`src/rtl/xnor_popcount_accumulator.sv`:
```
// Binarized dot-product stage: XNOR activations against weights, popcount each
// beat and accumulate NUM_CHUNKS beats into one saturated, registered result.
module xnor_popcount_accumulator #(
    parameter int unsigned CHUNK_WIDTH = 8,
    parameter int unsigned NUM_CHUNKS  = 4,
    parameter int unsigned SUM_WIDTH   = 6
) (
    input  logic                   clk,
    input  logic                   reset,
    input  logic                   flush,
    input  logic                   in_valid,
    output logic                   in_ready,
    input  logic [CHUNK_WIDTH-1:0] act_bits,
    input  logic [CHUNK_WIDTH-1:0] wgt_bits,
    output logic [SUM_WIDTH-1:0]   popcount,
    output logic                   valid_out
);

    localparam int unsigned AccW   = $clog2(CHUNK_WIDTH * NUM_CHUNKS + 1);
    localparam int unsigned CntW   = $clog2(NUM_CHUNKS + 1);
    localparam int unsigned SatMax = (1 << SUM_WIDTH) - 1;

    typedef enum logic [1:0] {StIdle, StAccum, StEmit} state_e;

    state_e                 state_q, state_d;
    logic [AccW-1:0]        acc_q, acc_d;
    logic [CntW-1:0]        beat_cnt_q, beat_cnt_d;
    logic [SUM_WIDTH-1:0]   popcount_q, popcount_d;

    logic [CHUNK_WIDTH-1:0] match;
    logic [AccW-1:0]        chunk_cnt;
    logic [AccW-1:0]        sum;
    logic [CntW-1:0]        beat_cnt_inc;
    logic                   accept;

    always_comb begin
        match     = ~(act_bits ^ wgt_bits);
        chunk_cnt = '0;
        for (int i = 0; i < CHUNK_WIDTH; i++) begin
            chunk_cnt = chunk_cnt + AccW'(match[i]);
        end
    end

    assign in_ready     = (state_q != StEmit);
    assign valid_out    = (state_q == StEmit);
    assign popcount     = popcount_q;
    assign accept       = in_valid && in_ready && !flush;
    // acc and beat_cnt are zero in IDLE, so one datapath covers IDLE and ACCUM.
    assign sum          = acc_q + chunk_cnt;
    assign beat_cnt_inc = beat_cnt_q + CntW'(1);

    always_comb begin
        state_d    = state_q;
        acc_d      = acc_q;
        beat_cnt_d = beat_cnt_q;
        popcount_d = popcount_q;
        unique case (state_q)
            StIdle, StAccum: begin
                if (flush) begin
                    state_d    = StIdle;
                    acc_d      = '0;
                    beat_cnt_d = '0;
                end else if (accept) begin
                    if (beat_cnt_inc == CntW'(NUM_CHUNKS)) begin
                        state_d    = StEmit;
                        acc_d      = '0;
                        beat_cnt_d = '0;
                        if (32'(sum) > SatMax) begin
                            popcount_d = '1;
                        end else begin
                            popcount_d = SUM_WIDTH'(sum);
                        end
                    end else begin
                        state_d    = StAccum;
                        acc_d      = sum;
                        beat_cnt_d = beat_cnt_inc;
                    end
                end
            end
            StEmit: begin
                state_d    = StIdle;
                acc_d      = '0;
                beat_cnt_d = '0;
            end
            default: begin
                state_d    = StIdle;
                acc_d      = '0;
                beat_cnt_d = '0;
            end
        endcase
    end

    always_ff @(posedge clk or negedge reset) begin
        if (!reset) begin
            state_q    <= StIdle;
            acc_q      <= '0;
            beat_cnt_q <= '0;
            popcount_q <= '0;
        end else begin
            state_q    <= state_d;
            acc_q      <= acc_d;
            beat_cnt_q <= beat_cnt_d;
            popcount_q <= popcount_d;
        end
    end

endmodule

```
`config.mk`:
```
export PLATFORM = sky130hd
export DESIGN_NAME = xnor_popcount_accumulator
export DESIGN_NICKNAME = d
export VERILOG_FILES = /design/src/rtl/xnor_popcount_accumulator.sv
export SDC_FILE = /design/constraint.sdc
export NUM_CORES = 1
export LEC_CHECK = 0
export BUFFER_PORTS_ARGS = -buffer_cell sky130_fd_sc_hd__buf_2
export CAP_MARGIN = 10
export CORE_ASPECT_RATIO = 1.5
export CORE_MARGIN = 2
export CORE_UTILIZATION = 51
export DETAILED_ROUTE_END_ITERATION = 10
export PLACE_DENSITY = 0.77
export SETUP_SLACK_MARGIN = 0.15
export SLEW_MARGIN = 20
export SYNTH_ARGS = -nofsm -noshare
export SYNTH_HDL_FRONTEND = slang
export SYNTH_SLANG_ARGS = --single-unit
```
`constraint.sdc`:
```
create_clock -name clk -period 4.4 [get_ports clk]
set_clock_uncertainty 0.05 [all_clocks]
set_input_delay 0.44 -clock clk [delete_from_list [all_inputs] [get_ports clk]]
set_output_delay 0.44 -clock clk [all_outputs]
set_load 0.005 [all_outputs]
```
### After elaboration in Yosys (flattened, before gate mapping)

Cells that the tools add are included.

* bits in read-only memories: 0
* register bits: 17
* output and inout bits: 8
* bits in latches: 0
* memories: 0
* RAM bits: 0
* input bits: 20
* word-level logic and storage cells: 39

* equality and inequality tests: 5
* bitwise gates (word level): 3
* $lt $le $gt $ge: 0
* multipliers: 0
* add/subtract/negate cells: 9
* shifts and indexed selects: 0
* div/mod/pow operators: 0
* multiplexer cells: 12
* reduce and logical (&&, ||, !) cells: 6

Operators with widths (count)
* $mux W6: 4
* $add A6 B1 Y6: 2
* $mux W3: 4
* $mux W2: 4
* $not A8 Y8: 1
* $xor A8 B8 Y8: 1
* $add A5 B1 Y6: 1
* $add A6 B6 Y6: 1
* $add A4 B1 Y5: 1
* $add A3 B1 Y4: 1
* $reduce_and A4 Y1: 1
* $add A2 B1 Y3: 1
* $add A3 B1 Y3 const B: 1
* $eq A3 B3 Y1 const B: 1
* $ne A3 B3 Y1 const B: 1
* $add A1 B1 Y2: 1
* $eq A2 B1 Y1 const B: 1
* $eq A2 B2 Y1 const B: 1
* $logic_and A1 B1 Y1: 2
* $logic_not A2 Y1: 1
* $ne A2 B2 Y1 const B: 1
* $reduce_or A2 Y1: 1
* $logic_not A1 Y1: 1
* $not A1 Y1: 1

### Logic depth before layout (Yosys ltp)

Gate-level depths: netlist of the first run.

* depth after elaboration: 14
* mapped depth: 13
* mapped depth without buffers: 13

### Least setup slack after synthesis of the first run

OpenSTA, ideal clock, no wires.

* path type: input -> register
* start point: input port act_bits[0]
* end point: register popcount_q[4] (netlist: popcount[4])
* stages on the path: 13
* arrival: 3.432 ns
* path buffers: 0
* setup slack: 0.793 ns
* setup time: 0.125 ns
* cells stage by stage: xnor2_1 -> fa_1 -> inv_1 -> fa_1 -> inv_1 -> fa_1 -> fa_1 -> inv_1 -> fa_1 -> nor2b_1 -> nor3_1 -> a2bb2oi_1 -> mux2_2

* cells in the longest elaborated chain, start to end: 10

Ends and longest elaborated chain
* start: declaration: RTL line 13 `input logic [CHUNK_WIDTH-1:0] act_bits,`
* $xor A8 B8 Y8: RTL line 37 `match = ~(act_bits ^ wgt_bits);`
* $not A8 Y8: RTL line 37
* $add A1 B1 Y2: RTL line 40 `chunk_cnt = chunk_cnt + AccW'(match[i]);`
* $add A2 B1 Y3: RTL line 40
* $add A3 B1 Y4: RTL line 40
* $add A4 B1 Y5: RTL line 40
* $add A5 B1 Y6: RTL line 40
* $add A6 B1 Y6 (2 in series): RTL line 40
* $add A6 B6 Y6: RTL line 49 `assign sum = acc_q + chunk_cnt;`
* end signal: assignment: RTL line 103 `popcount_q <= popcount_d;`
* end: declaration: RTL line 28 `logic [SUM_WIDTH-1:0] popcount_q, popcount_d;`

Every way passes these cells.
A chain may end at the register's enable or synchronous reset.

### Worst setup path after layout of the first run

* start point: register acc_q[0]
* end point: register popcount_q[4] (netlist: popcount[4])

* cells in the longest elaborated chain, start to end: 1

Ends and longest elaborated chain
* start: declaration: RTL line 26 `logic [AccW-1:0] acc_q, acc_d;`
* start signal: assignment: RTL line 96 `acc_q <= '0;`
* start signal: assignment: RTL line 101 `acc_q <= acc_d;`
* $add A6 B6 Y6: RTL line 49

Every way passes these cells.

==> results of run 1 <==
-- power groups by stage --
| stage | combinational, mW | sequential (mW) | clock [mW] |
|---|---|---|---|
| 2_1_floorplan | 0.222 | 0.188 | 0 |
| 3_3_place_gp | 0.276 | 0.190 | 0 |
| 3_5_place_dp | 0.292 | 0.190 | 0 |
| 4_1_cts | 0.292 | 0.188 | 0.0826 |
| 5_1_grt | 0.335 | 0.190 | 0.0894 |
| 6_report | 0.285 | 0.188 | 0.0822 |
-- final timing paths --
check                                            end  cells past startpoint                    from
min                          popcount[4]$_DFFE_PN0P_                      1                   reset
max in group asynchronous       acc_q[3]$_DFFE_PN0P_                      1                   reset
max                          popcount[4]$_DFFE_PN0P_                     12    acc_q[0]$_DFFE_PN0P_
min reg2reg                   state_q[0]$_DFFE_PN0P_                      2  state_q[0]$_DFFE_PN0P_
min in group clk           beat_cnt_q[0]$_DFFE_PN0P_                      2                   flush
max reg2reg                  popcount[4]$_DFFE_PN0P_                     12    acc_q[0]$_DFFE_PN0P_
-- kinds of logic (layout without fill, tap and decap cells) --
| family | Yosys count | after routing |
|---|---|---|
| AOI/OAI and AO/OA | 21 | 21 |
| xor gates and xnor gates | 13 | 13 |
| adders and majority gates | 13 | 13 |
| buffers and inverters | 10 | 41 |
| DFF | 17 | 17 |
| muxes | 4 | 4 |
| and+or+nand+nor | 17 | 17 |
-- stage by stage --
stage	setup WS, ns	hold WS [ns]	total power [mW]	utilization, %	cell area [sq um]
floorplan	0.793	0.0944	0.409	-	1080
global placement	0.589	0.326	0.466	62.0	1240
detailed placement	0.519	0.329	0.482	62.0	1240
CTS	0.759	0.0125	0.563	63.3	1270
global route	0.607	0.0264	0.615	63.3	1270
finish	0.796	0.00919	0.555	63.3	1270
-- area by class of cell --
cell class	instances	share of cell area, %
multi-input combinational	68	48.6
sequential	17	33.6
timing repair buffer	27	10.7
inverter	10	2.96
tap	22	2.17
clock buffer	4	2.07
-- layer usage --
layer	track usage (%)	vias to the layer above	wire length (um)	part of all wire [%]
li1	-	392	-	-
met1	18.7	384	782	42
met2	31.3	19	992	53
met3	1.81	4	60	3.2
met4	8.29	0	36	1.9
met5	0	-	0	0
-- cell usage in the layout, fill, tap and decap left out, drive strengths merged --
master / synthesis / routed
buf: 0 / 27
dfrtp: 17 / 17
xnor2: 10 / 10
inv: 10 / 10
ha: 8 / 8
a22o: 6 / 6
o21ai: 6 / 6
nand2: 5 / 5
fa: 5 / 5
nor3: 4 / 4
mux2: 4 / 4
a21oi: 4 / 4
clkbuf: 0 / 4
xor2: 3 / 3
nor2: 2 / 2
a21o: 2 / 2
nand2b: 1 / 1
or3b: 1 / 1
nor2b: 1 / 1
a2bb2oi: 1 / 1
nand4: 1 / 1
and3: 1 / 1
a211o: 1 / 1
a31oi: 1 / 1
nor4bb: 1 / 1
-- sequential cells by signal (all words and copies together), names as in the netlist --
register and count:
state_q 2, beat_cnt_q 3, acc_q 6, popcount 6
==> metrics.txt, run 1 <==
outcome completed; synth warn 0; grt total ovfl 0; TritonCTS buffer count 3; Worst Path Buf+Inv 3; Worst Path Required roughly 4.5 ns; Synth Instances 95; main combinational cell family by area after synthesis adder cells; Seq/Total Area, Yosys 39.4%; worst slew pin tran between 0.8 and 0.9 ns; crit path launch type register; register area between 400 and 500 sq um; root buf cell clkbuf_4; VDD IR-drop max between 0.2 and 0.3 mV; Clk Latency, worst-skew pair ~0.28 ns; critical path cell sequence fa_1, inv_1, fa_1, inv_1, fa_1, fa_1, inv_1, fa_1, nor2b_1, nor3_1, a2bb2oi_1, mux2_2; Net Switching 0.209 mW; Final nets 160; final antenna diode count 0; post-synthesis mux area share under 10%; IO buf count 27; Pwr Density approximately 440 nW/um^2; syn_area_per_cell ~11 sq um; I/O pins 28; compound-gate portion of the synthesized area between 10% and 20%; total routed wirelength 1870 um; reg-to-reg setup timing slack 0.80 ns; Post-synth EDFFs 0; adder-cell share of the synthesized area a little under a fifth; core area 2000 sq um; die height between 60 and 70 um; Max Cap Viol 0; crit path max fanout 2; setup bufs post-CTS 0; switch share roughly 38%; Synth Register Bits 17; Final ANT Viol Nets 0; largest net degree at the start of global routing 18; Tmin final ~3.6 ns; RSZ-0062 raised after global routing false; post-synth top area cell dfrtp_1; Die Wd 41.5 um; kind of critical path register to register; most used cell, CP fa_1; P&R area growth vs syn 17.5%; clock share of power between 10% and 20%; CTS tree built; H-tree levels 1; Pint approximately 0.35 mW; slew margin rel. 43.8%; Pleak roughly 0.7 nW; Core Rows 20; vias after detailed routing 799; Synth area leaders dfrtp_1 39%, fa_1 9.3%, ha_1 9.3%, xnor2_1 8.1%, a22o_1 4.9%; Residual DRC 0; Sink Count 17; multi-input logic area about 620 sq um; max incr delay on CP 0.56 ns; wire per inst 12.6 um; Synth top area share approximately 40%; count leader, synth dfrtp_1; simple-gate share of the synthesized area under 10%; initial DRC count 6; ys flop type dfrtp_1; most instantiated cells after synthesis 17 x dfrtp_1, 10 x xnor2_1, 8 x ha_1, 8 x inv_1, 6 x a22o_1; Crit-path slowest cell fa_1; GP Congestion approximately 0.72; synth unique cells 27; All-Layer GR Usage between 15 and 20%; Setup Viol. Count Final 0; async set-reset flop share out of synthesis between 90% and 100%; Initial Utilization 53.9%; crit-path leading delay family adder cells; Clock transition at path regs approximately 0.10 ns; Synth Net Count around 130; post-route insts no fill between 100 and 150; antenna violations before repair 0; hpwl dp approximately 1600 um; Post-Synth XOR/XNOR Area roughly 11%; fill count ~170; drt via density about 5.4; post-CTS sizing 0; Hold/Removal Path Class primary input to async pin; vias in the first global route roughly 770; CTS hold repair buffers 0; final hold vios 0; Setup crit end kind register; Seq pwr share 33.9%; CTS max path bufs 2; die footprint 2510 sq um; fmax between 0.2 and 0.3 GHz; area of the mapped netlist ~1100 sq um; global-route wire length before repair 3190 um; placed insts between 100 and 150; Logic pwr share 51.3%; ratio of cells with drive above 1 in the final layout a little under a third; DR pass1 iterations 2; count of final max-slew check failures 0; Tcrit/Tclk final around 80%; setup tns final 0 ns; crit path DAT approximately 3.7 ns
(Power assumes the default switching activity.)
==> run 2, diff against run 1 <==
- CORE_UTILIZATION: 51 -> 46
- PLACE_DENSITY: 0.77 -> 0.74
- clock period: 4.4 -> 3.1 ns (I/O delays scaled with it)
==> run 2 against run 1 <==
- the run now ends with setup timing left
- hold slack improved by 0.17 ns
- cell area increased by 8.8%
- combinational power increased by 100%
- fmax increased by 5.5%
- global-route usage increased by 0.77 points
- total power increased by 73%
- die area increased by 10%
- cell count increased by 2.7%
- largest cell class unchanged
- highest routed layer unchanged
==> metrics.txt, run 2 (same netlist as run 1, synthesis figures left out) <==
Clock transition at path regs 0.09 ns (about the same); die footprint 2760 sq um (+10%); Sink Count 17 (unchanged); root buf cell clkbuf_4; kind of critical path register to register; grt total ovfl 0 (unchanged); I/O pins 28 (unchanged); DR pass1 iterations 6 (+4); detailed-routed wire length on met3 84 um (+40%); CTS max path bufs 2 (unchanged); vias after detailed routing 822 (+2.9%); Worst Path Required 3.23 ns (-1.30 ns); TritonCTS buffer count 3 (unchanged); hold path depth 2; Pwr Density 695 nW/um^2 (+59%); Setup Viol. Count Final 10 (+10); Initial Utilization 48.3% (-5.6 points); largest net degree at the start of global routing 18 (unchanged); fin worst setup slack -0.316 ns (-1.11 ns); design area 1380 sq um (+8.8%); Tcrit/Tclk final 110% (+28 points); IO buf count 27 (unchanged); ratio of cells with drive above 1 in the final layout 41.1% (+10 points); Setup crit end kind register; final hold vios 0 (unchanged); RSZ-0062 raised after global routing true; Core Rows 21 (+5.0%); count of final max-slew check failures 0 (unchanged); global-route wire length before repair 3530 um (+11%); Hold/Removal Path Class primary input to register; worst slew pin tran 0.921 ns (+0.0845 ns); Metal-1 WL 800 um (+2.3%); Clk Latency, worst-skew pair 0.28 ns (about the same); initial DRC count 15 (+9); drt via density 5.41 (+0.17%); core area 2230 sq um (+12%); Worst Reg-to-Reg Cells 12 (unchanged); hpwl dp 1700 um (+7.1%); H-tree levels 1 (unchanged); Final ANT Viol Nets 0 (unchanged); P&R area growth vs syn 27.8%; vias in the first global route 897 (+16%); slew margin rel. 38.2% (-5.7 points); violations in the final reports setup timing; total routed wirelength 2110 um (+13%); Tmin final 3.42 ns (-0.188 ns); outcome complete, but fails checks; commonest non-fill, non-tap cell in the layout buf_2; final antenna diode count 0 (unchanged); highest metal used met4; Final nets 163 (+1.9%); Pleak 0.733 nW (+6.5%); Die Wd 43.5 um (+4.8%); fmax 0.293 GHz (+5.5%); wire per inst 13.9 um (+9.9%); placed cell areas 1290 sq um (+3.8%); CTS tree built; VDD IR-drop max 0.529 mV (+86%); Max Cap Viol 0 (unchanged); antenna violations before repair 0 (unchanged); setup tns final -1.98 ns (-1.98 ns); die height 63.3 um (+4.9%); setup bufs post-CTS 0 (unchanged); fill count 175 (+4.2%); crit path launch type register; All-Layer GR Usage 17.4% (+0.77 points); GP Congestion 0.781 (+8.7%); Residual DRC 0 (unchanged); WL met2 1140 um (+15%); crit path DAT 3.54 ns (-0.19 ns); Core Util, Final 61.7% (-1.6 points); crit path max fanout 2 (unchanged); commonest non-fill, non-tap cells in the layout 27 x buf_2, 17 x dfrtp_1, 8 x xnor2_1, 8 x ha_1, 7 x inv_1
-- run 2: changes by cell type in the layout (fill, tap and decap cells not counted), sizes merged --
cell,previous run,this run
dlygate4sd3,0,1
buf,27,29
-- run 2: critical path, cell delays in order (launching register included) --
cell and delay, ns:
dfrtp_1 0.42, fa_1 0.53, inv_1 0.05, fa_1 0.48, inv_1 0.05, fa_1 0.51
fa_2 0.22, inv_2 0.04, fa_2 0.36, nor2b_4 0.14, nor3_2 0.06, a2bb2oi_2 0.14
mux2_4 0.25
-- run 2: per-stage QoR --
step	cells	hold slack, ns	worst slack (ns)	power, mW
6_report	152	0.183	-0.316	0.959
5_1_grt	152	0.191	-0.422	1.04
4_1_cts	152	0.182	-0.333	0.920
3_5_place_dp	147	0.200	-0.557	0.745
3_3_place_gp	147	0.189	-0.442	0.728
2_1_floorplan	95	-0.0356	-0.238	0.599
-- run 2: layout make-up --
type / instances / area, sq um / share of cell area (%)
multi-input combinational: 68 / 697 / 50.5
clock buffer: 4 / 26.3 / 1.91
timing repair buffer: 30 / 164 / 11.9
sequential: 17 / 425 / 30.9
inverter: 10 / 37.5 / 2.72
tap: 23 / 28.8 / 2.09
-- run 2: per-layer routing --
layer	up-vias	GRT usage [%]
li1	395	-
met1	391	17.1
met2	30	30.8
met3	6	2.58
met4	0	13.6
met5	-	0
-- run 2: repair_timing --
action / in CTS / in global routing
pin swaps: 3 / 6
gates resized for setup: 8 / 6
setup endpoints to repair: 10 / 11
hold endpoints to repair: 17 / 0
hold buffers: 1 / 0
-- run 2: power by group --
part | switching, mW | internal, mW
logic | 0.272 | 0.304
clock network | 0.0647 | 0.0500
registers | 0.0208 | 0.248
total | 0.357 | 0.601
-- run 2: worst paths after layout --
path                                        start                   endpoint  slack, ns
setup / recovery             acc_q[0]$_DFFE_PN0P_    popcount[4]$_DFFE_PN0P_      -0.32
hold / removal                              flush  beat_cnt_q[0]$_DFFE_PN0P_       0.18
setup reg to reg             acc_q[0]$_DFFE_PN0P_    popcount[4]$_DFFE_PN0P_      -0.32
hold reg to reg            state_q[0]$_DFFE_PN0P_     state_q[0]$_DFFE_PN0P_       0.43
max in group asynchronous                   reset       acc_q[5]$_DFFE_PN0P_       2.33
min in group asynchronous                   reset  beat_cnt_q[0]$_DFFE_PN0P_       0.41
==> run 3, diff against run 2 <==
- CELL_PAD_IN_SITES_DETAIL_PLACEMENT: unset -> 0
- CELL_PAD_IN_SITES_GLOBAL_PLACEMENT: unset -> 2
- CORE_UTILIZATION: 46 -> 29
- PLACE_DENSITY: 0.74 -> unset
- PLACE_DENSITY_LB_ADDON: unset -> 0.1
==> run 3 against run 2 <==
- the run still ends with setup timing left
- global-route usage shrank 5.4 points
- via count shrank 2.6%
- hold slack gained 0.062 ns
- critical path depth is the same
- wire length grew 3.5%
- non-clock buffer count is the same
- core utilization shrank 22 points
- die area grew 54%
- clock power grew 42%
==> metrics.txt, run 3 (same netlist as run 1, synthesis figures left out) <==
Worst Reg-to-Reg Cells 12 (unchanged); Core Rows 27 (+29%); Setup crit end kind register; GP Congestion 0.661 (-15%); Die Wd 53.8 um (+24%); worst setup path startpoint acc_q[0]$_DFFE_PN0P_; Setup Viol. Count Final 8 (-2); CP Depth 12 (unchanged); Sink Count 17 (unchanged); Worst Path Buf+Inv 3 (unchanged); IO buf count 27 (unchanged); fin worst setup slack -0.250 ns (+0.0660 ns); Worst Path Required 3.19 ns (-0.04 ns); Reg-to-Reg End popcount[4]$_DFFE_PN0P_; Max Cap Viol 0 (unchanged); CTS tree built; crit-path leading delay family adder cells; core area 3610 sq um (+62%); most used cell, CP fa_1; slew margin rel. 31.4% (-6.7 points); ratio of cells with drive above 1 in the final layout 39.5% (-1.6 points); Clk Latency, worst-skew pair 0.25 ns (-0.03 ns); worst setup path endpoint popcount[4]$_DFFE_PN0P_; max incr delay on CP 0.51 ns (-0.02 ns); Final ANT Viol Nets 0 (unchanged); crit path launch type register; critical path cell sequence fa_1, inv_1, fa_1, inv_1, fa_1, fa_2, inv_2, fa_2, nor2b_4, nor3_2, a2bb2oi_2, mux2_4; antenna violations before repair 0 (unchanged); reg-to-reg setup timing slack -0.25 ns (+0.07 ns); All-Layer GR Usage 12.0% (-5.4 points); P&R area growth vs syn 31.8%; initial DRC count 5 (-10); Crit-path slowest cell fa_1; DR pass1 iterations 4 (-2); Crit Reg-Reg Startpoint acc_q[0]$_DFFE_PN0P_; grt total ovfl 0 (unchanged); kind of critical path register to register; commonest non-fill, non-tap cell in the layout buf_2; vias in the first global route 818 (-8.8%); Initial Utilization 29.8% (-18 points); die footprint 4230 sq um (+54%); worst slew pin tran 1.02 ns (+0.100 ns); fmax 0.298 GHz (+2.0%); crit path DAT 3.44 ns (-0.10 ns); Pwr Density 725 nW/um^2 (+4.3%); largest net degree at the start of global routing 18 (unchanged); I/O pins 28 (unchanged); Tcrit/Tclk final 108% (-2.1 points); Final nets 163 (unchanged); TritonCTS buffer count 3 (unchanged); Tot Pwr 1.03 mW (+7.5%); crit path max fanout 2 (unchanged); count of final max-slew check failures 0 (unchanged); Pleak 0.737 nW (+0.64%); die height 78.7 um (+24%); final hold vios 0 (unchanged); final antenna diode count 0 (unchanged); Residual DRC 0 (unchanged); hold path depth 2 (unchanged); WHS 0.245 ns (+0.0615 ns); setup tns final -1.30 ns (+0.684 ns); total routed wirelength 2190 um (+3.5%); vias after detailed routing 801 (-2.6%); global-route wire length before repair 3740 um (+5.9%); wire per inst 12.7 um (-8.6%); commonest non-fill, non-tap cells in the layout 27 x buf_2, 17 x dfrtp_1, 8 x ha_1; Hold/Removal Path Class primary input to register; hpwl dp 1780 um (+4.5%); Tmin final 3.35 ns (-0.0660 ns); Clock transition at path regs 0.06 ns (-0.03 ns); drt via density 4.66 (-14%); H-tree levels 1 (unchanged); outcome complete, but fails checks; root buf cell clkbuf_8; CTS max path bufs 2 (unchanged); violations in the final reports setup timing; VDD IR-drop max 0.449 mV (-15%); RSZ-0062 raised after global routing true
==> run 3: what timing repair did <==
| action | in CTS | in global routing |
|---|---|---|
| endpoints found under the hold margin | 17 | 0 |
| pin swaps | 4 | 4 |
| buffers inserted | 1 | 0 |
| setup endpoints to repair | 10 | 10 |
| hold buffers | 1 | 0 |
| resized for setup | 5 | 8 |
==> run 3: worst min path at each step <==
stage          start                         to  slack (ns)
3_5_place_dp   reset     state_q[0]$_DFFE_PN0P_        0.21
4_1_cts        flush  beat_cnt_q[0]$_DFFE_PN0P_        0.24
5_1_grt        flush  beat_cnt_q[0]$_DFFE_PN0P_        0.25
2_1_floorplan  reset       acc_q[0]$_DFFE_PN0P_       -0.04
6_report       flush  beat_cnt_q[0]$_DFFE_PN0P_        0.24
3_3_place_gp   reset  beat_cnt_q[1]$_DFFE_PN0P_        0.21
==> run 3: power breakdown <==
group	total (mW)	internal [mW]	switching [mW]
sequential	0.266	0.248	0.0178
combinational	0.602	0.322	0.280
clock	0.163	0.0911	0.0720
total	1.03	0.661	0.369
==> run 3: layer usage <==
| layer | vias up | share of wire (%) | GRT usage, % |
|---|---|---|---|
| li1 | 394 | - | - |
| met1 | 388 | 39 | 14.5 |
| met2 | 17 | 55 | 20.1 |
| met3 | 2 | 3.5 | 0.752 |
| met4 | 0 | 1.6 | 6.92 |
| met5 | - | 0 | 0 |
==> run 3: layout make-up <==
type	instances	area (sq um)
Multi-Input combinational cell	68	692
Inverter	10	37.5
Timing Repair Buffer	30	168
Tap cell	43	53.8
Fill cell	355	2190
Sequential cell	17	425
Clock buffer	4	45.0
==> run 3: metrics by stage <==
stage	area (sq um)	instances	setup slack [ns]	utilization, %
2_1_floorplan	1110	95	-0.238	-
3_3_place_gp	1310	166	-0.491	36.1
3_5_place_dp	1310	166	-0.482	36.1
4_1_cts	1380	172	-0.255	38.1
5_1_grt	1420	172	-0.356	39.3
6_report	1420	172	-0.250	39.3
